--- config.mk ---
export PLATFORM = sky130hd
export DESIGN_NAME = exe_unit_w12_core
export DESIGN_NICKNAME = d
export VERILOG_FILES = /design/src/rtl/exe_unit_w12_core.sv
export SDC_FILE = /design/constraint.sdc
export NUM_CORES = 1
export LEC_CHECK = 0
export BUFFER_PORTS_ARGS = -buffer_cell sky130_fd_sc_hd__buf_2
export CORE_MARGIN = 4
export CORE_UTILIZATION = 55
export CTS_CLUSTER_SIZE = 10
export DETAILED_ROUTE_END_ITERATION = 8
export HOLD_SLACK_MARGIN = 0.12
export PLACE_DENSITY_LB_ADDON = 0.3
export SLEW_MARGIN = 25
export SYNTH_ARGS = -nofsm -noshare
export SYNTH_HDL_FRONTEND = slang
export SYNTH_SLANG_ARGS = --single-unit
--- constraint.sdc ---
create_clock -name i_clk -period 0.8 [get_ports i_clk]
set_input_delay 0.08 -clock i_clk [delete_from_list [all_inputs] [get_ports i_clk]]
set_output_delay 0.08 -clock i_clk [all_outputs]
set_load 0.005 [all_outputs]
--- src/rtl/exe_unit_w12_core.sv ---
// Registered ALU slice for the W12 datapath: ADD, SUB, POPCOUNT, SHL with V/N/C/Z flags.
// Optional macro EXE_UNIT_W12_SATURATE_EN clamps ADD/SUB results on carry/borrow.
module exe_unit_w12_core #(
  parameter int M = 4,
  parameter int N = 2
) (
  input  logic         i_clk,
  input  logic         i_rsn,
  input  logic [N-1:0] i_oper,
  input  logic [M-1:0] i_argA,
  input  logic [M-1:0] i_argB,
  output logic [M-1:0] o_result,
  output logic [3:0]   o_status
);

  localparam logic [N-1:0] OP_ADD = N'(0);
  localparam logic [N-1:0] OP_SUB = N'(1);
  localparam logic [N-1:0] OP_POP = N'(2);
  localparam logic [N-1:0] OP_SHL = N'(3);
  localparam logic [M-1:0] M_VAL  = M'(M);

  logic [M:0]     sum_w;
  logic [M:0]     diff_w;
  logic           add_ovf;
  logic           sub_ovf;
  logic [M-1:0]   pop_cnt;
  logic [2*M-1:0] shl_wide;
  logic [M-1:0]   shl_res;
  logic           shl_carry;
  logic [M-1:0]   next_result;
  logic           next_v;
  logic           next_c;

  assign sum_w  = {1'b0, i_argA} + {1'b0, i_argB};
  assign diff_w = {1'b0, i_argA} - {1'b0, i_argB};

  // Signed overflow taken on the raw (unsaturated) result.
  assign add_ovf = (i_argA[M-1] == i_argB[M-1]) && (sum_w[M-1]  != i_argA[M-1]);
  assign sub_ovf = (i_argA[M-1] != i_argB[M-1]) && (diff_w[M-1] != i_argA[M-1]);

  always_comb begin
    pop_cnt = '0;
    for (int i = 0; i < M; i++) begin
      pop_cnt = pop_cnt + {{(M-1){1'b0}}, i_argA[i]};
    end
  end

  // Shift in a double-width window so the bits pushed out land in the upper half.
  always_comb begin
    shl_wide  = '0;
    shl_res   = '0;
    shl_carry = 1'b0;
    if (i_argB >= M_VAL) begin
      shl_carry = |i_argA;
    end else begin
      shl_wide  = {{M{1'b0}}, i_argA} << i_argB;
      shl_res   = shl_wide[M-1:0];
      shl_carry = |shl_wide[2*M-1:M];
    end
  end

  always_comb begin
    next_result = '0;
    next_v      = 1'b0;
    next_c      = 1'b0;
    case (i_oper)
      OP_ADD: begin
        next_c = sum_w[M];
        next_v = add_ovf;
`ifdef EXE_UNIT_W12_SATURATE_EN
        next_result = sum_w[M] ? {M{1'b1}} : sum_w[M-1:0];
`else
        next_result = sum_w[M-1:0];
`endif
      end
      OP_SUB: begin
        next_c = diff_w[M];
        next_v = sub_ovf;
`ifdef EXE_UNIT_W12_SATURATE_EN
        next_result = diff_w[M] ? '0 : diff_w[M-1:0];
`else
        next_result = diff_w[M-1:0];
`endif
      end
      OP_POP: begin
        next_result = pop_cnt;
      end
      OP_SHL: begin
        next_result = shl_res;
        next_c      = shl_carry;
      end
      default: begin
        next_result = '0;
      end
    endcase
  end

  always_ff @(posedge i_clk or negedge i_rsn) begin
    if (!i_rsn) begin
      o_result <= '0;
      o_status <= '0;
    end else begin
      o_result <= next_result;
      o_status <= {next_v, next_result[M-1], next_c, (next_result == '0)};
    end
  end

endmodule

==> flow_metrics.py, run 1 <==
metrics = {
    "logic_synthesis": {
        "synth.avg_cell_area_um2": 9.06,
        "synth-edff-count": 0,
        "ys_ff_latch": 7,
        "syn_nets": 123,
        "synth_common_cells": "inv_1, ha_1, dfrtp_1, nor2b_1, nor2_1",
        "synth_area_leaders": "dfrtp_1, ha_1, fa_1, inv_1, nor2b_1",
        "synth_top_area_share_pct": 20.1,
        "synthArstFlopShare_pct": 100,
        "synth_seq_area_share_pct": 20.1,
        "synth_area_um2": 870,
        "synthDistinctLibCells": 36,
        "syn_inst": 96,
        "ys.flop_type": "dfrtp_1",
        "synth.most_common_cell": "inv_1",
        "synth_warnings": 0,
        "synth_top_area_cell": "dfrtp_1",
    },
    "global_routing": {
        "grt_max_degree": 9,
        "antenna_found_initial": 1,
    },
    "place": {
        "dp.cells": 155,
        "dp_hpwl_um": 2020,
        "gp_congestion": 0.927,
        "io_buffers": 19,
    },
    "outcome": {
        "haltStage": "global routing",
        "first-error": "[ERROR DPL-0033] detailed placement checks failed during check placement.",
        "outcome": "stopped before the end",
    },
    "floorplanning": {
        "start_util_pct": 57.7,
        "row_count": 14,
        "die_height_um": 47.8,
        "io_pins": 20,
        "die_w_um": 47.8,
    },
    "clock_tree": {
        "cts_buffers": 3,
        "cts.path.max_buffers": 2,
        "htree_levels": 1,
        "root_buffer": "clkbuf_4",
        "clkSinkCount": 7,
    },
    "sta": {
        "postGrtWorstEndpoint": "o_status[0]$_DFF_PN0_/D",
        "worst_path_end_type": "register data pin",
    },
}
==> timing repair <==
| action | 4_1_cts |
|---|---|
| gates resized for setup | 24 |
| pin swaps | 18 |
| buffers inserted | 3 |
| endpoints found under the setup margin | 12 |
| hold endpoints to repair | 7 |
| hold buffers | 1 |
==> cells by family after synthesis <==
group,share of synthesized area [%]
and+or+nand+nor,20.7
xor gates and xnor gates,2.01
buffers and inverters,9.35
AOI/OAI and AO/OA,18.7
DFF,20.1
adders and majority gates,24.2
muxes,4.89
==> through the flow <==
step	setup TNS, ns	instance area (um^2)	worst slack, ns
4_1_cts	-4.11	1430	-0.741
3_3_place_gp	-6.02	1270	-1.01
2_1_floorplan	-4.00	973	-0.817
3_5_place_dp	-6.29	1270	-1.07
==> run 2: changes to the inputs <==
--- a/config.mk
+++ b/config.mk
@@ -6,12 +6,10 @@
 export NUM_CORES = 1
 export LEC_CHECK = 0
 export BUFFER_PORTS_ARGS = -buffer_cell sky130_fd_sc_hd__buf_2
-export CORE_MARGIN = 4
-export CORE_UTILIZATION = 55
-export CTS_CLUSTER_SIZE = 10
+export CORE_AREA = 4 4 65 67
 export DETAILED_ROUTE_END_ITERATION = 8
-export HOLD_SLACK_MARGIN = 0.12
-export PLACE_DENSITY_LB_ADDON = 0.3
+export DIE_AREA = 0 0 69 71
+export PLACE_DENSITY_LB_ADDON = 0.15
 export SLEW_MARGIN = 25
 export SYNTH_ARGS = -nofsm -noshare
 export SYNTH_HDL_FRONTEND = slang
==> flow_metrics.py, run 2 <==
metrics = {
    "detailed_routing": {
        "vias": 850,
        "first_pass_iters": 4,
        "dr.first_iter.drc_count": 8,
        "antenna_left": 0,
        "drt-wirelength-per-cell_um": 12.5,
        "via_per_inst": 4.45,
        "wirelength_um": 2380,
        "drc_errors": 0,
    },
    "clock_tree": {
        "root_buffer": "clkbuf_8",
        "path_clk_slew_ns": 0.04,
        "cts.path.max_buffers": 2,
        "cts_tree": "done",
        "cts_buffers": 3,
        "htree_levels": 1,
        "clkSinkCount": 7,
    },
    "floorplanning": {
        "core-area_um2": 3630,
        "start_util_pct": 23.9,
        "dieArea_um2": 4900,
        "die_height_um": 71,
        "row_count": 22,
        "die_w_um": 69,
        "io_pins": 20,
    },
    "finish": {
        "fin_area_um2": 1460,
        "seqCellArea_um2": 175,
        "fillCellCount": 385,
        "reg_top3": "o_status x4, o_result x3",
        "multi_input_area_um2": 747,
        "fin_nets": 171,
        "area_growth_pct": 68.2,
        "mostFrequentLayoutCells": "buf_4, buf_2, inv_1",
        "drive_gt1_share_pct": 53.1,
        "layout_commonest_cell": "buf_4",
        "largest_register_ff_count": 4,
        "utilization_pct": 40.3,
        "largest-register": "o_status",
        "n_antenna_cell": 0,
    },
    "setup_path": {
        "critPathLaunchType": "input pin",
        "critPathCaptureType": "flop",
        "cp_max_fo": 2,
        "path_class": "in2reg",
        "critical_path_required_ns": 0.93,
        "crit_arrival_ns": 1.70,
    },
    "global_routing": {
        "use_met1_pct": 12.0,
        "grt_usage_pct": 10.2,
        "busiest_layer": "met2",
        "overflow": 0,
        "grtUsageMet3_pct": 1.56,
        "grt_pass1_vias": 900,
        "grt_pass1_wl_um": 4080,
        "use_met2_pct": 18.4,
        "antenna_found_initial": 0,
        "grt_max_degree": 9,
    },
    "power_and_ir_drop": {
        "combPwrFrac_pct": 48.0,
        "irDropWorstVdd_mv": 0.334,
        "p_int_mw": 1.19,
        "p_switching_mw": 0.521,
        "p_clk_share_pct": 28.1,
        "power_frac_seq_pct": 23.9,
        "p_total_mw": 1.71,
        "power_density_nw_per_um2": 1170,
        "p_sw_share_pct": 30.5,
        "leakagePower_nw": 0.658,
    },
    "logic_synthesis": {
        "synth_top_area_share_pct": 20.1,
        "ys_ff_latch": 7,
        "synth_area_um2": 870,
        "synth_top_area_cell": "dfrtp_1",
        "synth_area_leaders": "dfrtp_1, ha_1, fa_1, inv_1, nor2b_1",
        "synth_common_cells": "inv_1, ha_1, dfrtp_1, nor2b_1, nor2_1",
        "synth.avg_cell_area_um2": 9.06,
        "ys.flop_type": "dfrtp_1",
        "synthDistinctLibCells": 36,
        "syn_nets": 123,
        "synth.most_common_cell": "inv_1",
        "syn_inst": 96,
        "synth_seq_area_share_pct": 20.1,
        "synth-edff-count": 0,
        "synth_warnings": 0,
        "synthArstFlopShare_pct": 100,
    },
    "worst_hold_path": {
        "hold_start": "i_oper[1]",
        "hp-class": "in2reg",
        "hold_depth": 3,
        "hold_end": "o_status[3]$_DFF_PN0_",
    },
    "sta": {
        "rsz0062_at_grt": "true",
        "fin_crit_ns": 1.57,
        "setup_viol": 7,
        "fmax_ghz": 0.638,
        "hold_violations": 0,
        "fin_ws_ns": -0.768,
        "timing_worst_slew_pin_value_ns": 0.331,
        "period_share_pct": 196,
        "max-slew-margin-rel_pct": 77.9,
        "maxSlewViolCount": 0,
    },
    "place": {
        "place_area_um2": 1310,
        "io_buffers": 19,
        "dp_hpwl_um": 2040,
        "gp_congestion": 0.725,
    },
    "flow_run": {
        "maxCapViolCount": 0,
    },
    "outcome": {
        "violations": "negative setup slack",
        "outcome": "finished, violations left",
    },
}
run 2: metrics by stage:
| stage | cells | hold slack (ns) | setup TNS [ns] | setup WS (ns) |
|---|---|---|---|---|
| after floorplan | 96 | -0.216 | -4.00 | -0.817 |
| after global placement | 186 | -0.0876 | -6.40 | -1.10 |
| after detailed placement | 186 | -0.0883 | -6.47 | -1.12 |
| after CTS | 191 | 0.204 | -4.34 | -0.794 |
| after global routing | 191 | 0.228 | -4.56 | -0.807 |
| final | 191 | 0.204 | -4.18 | -0.768 |
run 2: worst max-delay path by stage:
stage                         start                    end  slack [ns]  depth (start not counted)
after detailed placement  i_argA[0]  o_status[0]$_DFF_PN0_       -1.12                          7
final                     i_argA[3]  o_status[0]$_DFF_PN0_       -0.77                          7
after floorplan           i_argA[0]  o_status[0]$_DFF_PN0_       -0.82                          6
after global routing      i_argA[3]  o_status[0]$_DFF_PN0_       -0.81                          7
after global placement    i_argA[0]  o_status[0]$_DFF_PN0_       -1.10                          7
after CTS                 i_argA[3]  o_status[0]$_DFF_PN0_       -0.79                          7
run 2: cells by family after synthesis:
logic type	share of synthesized area [%]
buf+inv	9.35
flops	20.1
xor+xnor	2.01
mux	4.89
fa+ha+maj	24.2
compound gates	18.7
simple gates	20.7
run 2: area by class of cell:
cell class,count,area share [%]
flip-flops and latches,7,12.0
repair buffers,47,24.9
inverters,14,4.88
clock buffers,4,3.08
multi-input cells,71,51.1
well taps,48,4.11
run 2: critical path: stages:
cell and delay, ns:
buf_8 0.10, fa_2 0.49, ha_4 0.18, ha_4 0.15, o21a_1 0.17, o32a_1 0.32, nor4_2 0.21
run 2: per-layer routing:
metal  vias up  wire (um)
met5         -          0
met4         0         21
met3         4         89
met2        17       1240
met1       399       1040
li1        430          -
run 2: timing repair:
item	4_1_cts	5_1_grt
buffers inserted	1	1
resized for setup	16	7
setup endpoints to repair	9	9
hold endpoints to repair	7	0
hold buffers	1	0
pin swaps	14	9
run 2: power by group through the flow:
| stage | sequential [mW] | combinational [mW] | clock (mW) |
|---|---|---|---|
| CTS | 0.409 | 0.787 | 0.497 |
| floorplan | 0.424 | 0.393 | 0 |
| global route | 0.412 | 0.902 | 0.507 |
| detailed placement | 0.414 | 0.735 | 0 |
| global placement | 0.414 | 0.734 | 0 |
| finish | 0.408 | 0.820 | 0.480 |
Power figures use the tool's default switching activity.
==> run 3: changes to the inputs <==
==> constraint.sdc (replaced) <==
create_clock -name i_clk -period 1.4 [get_ports i_clk]
set_input_delay 0.14 -clock i_clk [delete_from_list [all_inputs] [get_ports i_clk]]
set_output_delay 0.14 -clock i_clk [all_outputs]
set_load 0.005 [all_outputs]
==> flow_metrics.py, run 3 (synthesis results as in run 2) <==
metrics = {
    "detailed_routing": {
        "wirelength_um": 2500,
        "via_per_inst": 4.41,
        "dr.first_iter.drc_count": 13,
        "antenna_left": 0,
        "first_pass_iters": 4,
        "drt-wirelength-per-cell_um": 13.0,
        "vias": 847,
        "drc_errors": 0,
    },
    "floorplanning": {
        "dieArea_um2": 4900,
        "die_w_um": 69,
        "io_pins": 20,
        "row_count": 22,
        "die_height_um": 71,
        "core-area_um2": 3630,
        "start_util_pct": 23.9,
    },
    "clock_tree": {
        "clkSinkCount": 7,
        "cts.path.max_buffers": 2,
        "cts_buffers": 3,
        "root_buffer": "clkbuf_8",
        "cts_tree": "done",
        "htree_levels": 1,
        "path_clk_slew_ns": 0.04,
    },
    "outcome": {
        "outcome": "finished, violations left",
        "violations": "negative setup slack",
    },
    "sta": {
        "setup_tns_ns": -0.466,
        "maxSlewViolCount": 0,
        "period_share_pct": 115,
        "fin_crit_ns": 1.61,
        "whs_ns": 0.212,
        "max-slew-margin-rel_pct": 77.6,
        "fin_ws_ns": -0.210,
        "fmax_ghz": 0.621,
        "setup_viol": 4,
        "rsz0062_at_grt": "true",
        "timing_worst_slew_pin_value_ns": 0.331,
        "hold_violations": 0,
    },
    "power_and_ir_drop": {
        "power_frac_seq_pct": 23.9,
        "power_density_nw_per_um2": 674,
        "p_int_mw": 0.678,
        "irDropWorstVdd_mv": 0.170,
        "p_switching_mw": 0.300,
        "combPwrFrac_pct": 47.8,
        "p_clk_share_pct": 28.3,
        "leakagePower_nw": 0.666,
        "p_sw_share_pct": 30.7,
        "p_total_mw": 0.978,
    },
    "setup_path": {
        "cp_max_fo": 4,
        "crit_arrival_ns": 1.74,
        "critical_path_required_ns": 1.53,
        "critPathCaptureType": "flop",
        "path_class": "in2reg",
        "critPathLaunchType": "input pin",
    },
    "worst_hold_path": {
        "hp-class": "in2reg",
        "hold_depth": 2,
    },
    "finish": {
        "mostFrequentLayoutCells": "buf_4, buf_2, inv_1",
        "reg_top3": "o_status x4, o_result x3",
        "fillCellCount": 390,
        "fin_area_um2": 1450,
        "largest_register_ff_count": 4,
        "layout_commonest_cell": "buf_4",
        "drive_gt1_share_pct": 52.1,
        "largest-register": "o_status",
        "fin_nets": 172,
        "n_antenna_cell": 0,
        "area_growth_pct": 66.9,
    },
    "place": {
        "dp_hpwl_um": 1990,
        "io_buffers": 19,
        "gp_congestion": 0.809,
        "place_area_um2": 1140,
    },
    "global_routing": {
        "grt_max_degree": 11,
        "grt_usage_pct": 10.4,
        "grt_pass1_wl_um": 4110,
        "antenna_found_initial": 0,
        "overflow": 0,
        "grt_pass1_vias": 908,
    },
    "flow_run": {
        "maxCapViolCount": 0,
    },
}
[run 3: changes by cell type in the layout (fill, tap and decap cells not counted), sizes merged]
cell and change:
inv +1, buf +1, clkinvlp -1
[run 3: repair_timing]
action	CTS	global route
buffers inserted	7	3
endpoints found under the hold margin	7	0
endpoints found under the setup margin	7	7
pin swaps	11	8
gates cloned	0	0
hold buffers	1	0
resized for setup	30	9
[run 3: cell type report]
type	instances	area (um^2)	share of cell area, %
repair buffers	48	354	24.4
inverters	14	55.1	3.79
clock buffers	4	45.0	3.10
well taps	48	60.1	4.14
multi-input cells	71	762	52.5
flip-flops and latches	7	175	12.1
[run 3: power groups by stage]
stage / clock network (mW) / registers, mW / logic (mW)
2_1_floorplan: 0 / 0.242 / 0.185
3_3_place_gp: 0 / 0.237 / 0.352
3_5_place_dp: 0 / 0.237 / 0.351
4_1_cts: 0.285 / 0.234 / 0.437
5_1_grt: 0.301 / 0.236 / 0.514
6_report: 0.277 / 0.234 / 0.468
[run 3: metrics by stage]
stage	setup WS [ns]	std cells	util, %
6_report	-0.210	192	39.9
5_1_grt	-0.246	192	39.9
4_1_cts	-0.213	189	38.3
3_5_place_dp	-0.521	178	31.5
3_3_place_gp	-0.475	178	31.5
2_1_floorplan	-0.277	96	-
[run 3: critical path: stages]
cell	delay (ns)
buf_8	0.10
fa_1	0.48
ha_2	0.20
ha_4	0.15
o21a_1	0.16
o32a_1	0.31
nor4_2	0.20
[run 3: final timing paths]
check                           from               endpoint  slack (ns)
setup / recovery           i_argA[0]  o_status[0]$_DFF_PN0_       -0.21
hold / removal             i_oper[1]  o_status[3]$_DFF_PN0_        0.21
max in group asynchronous      i_rsn  o_status[0]$_DFF_PN0_        0.97
min in group asynchronous      i_rsn  o_result[1]$_DFF_PN0_        0.27
[run 3: routing by layer]
metal  track usage, %  vias up  routed length (um)
met1             12.4      384                1110
met5                0        -                   0
met2             17.5       25                1240
li1                 -      432                   -
met3             2.13        6                 101
met4             5.64        0                  56
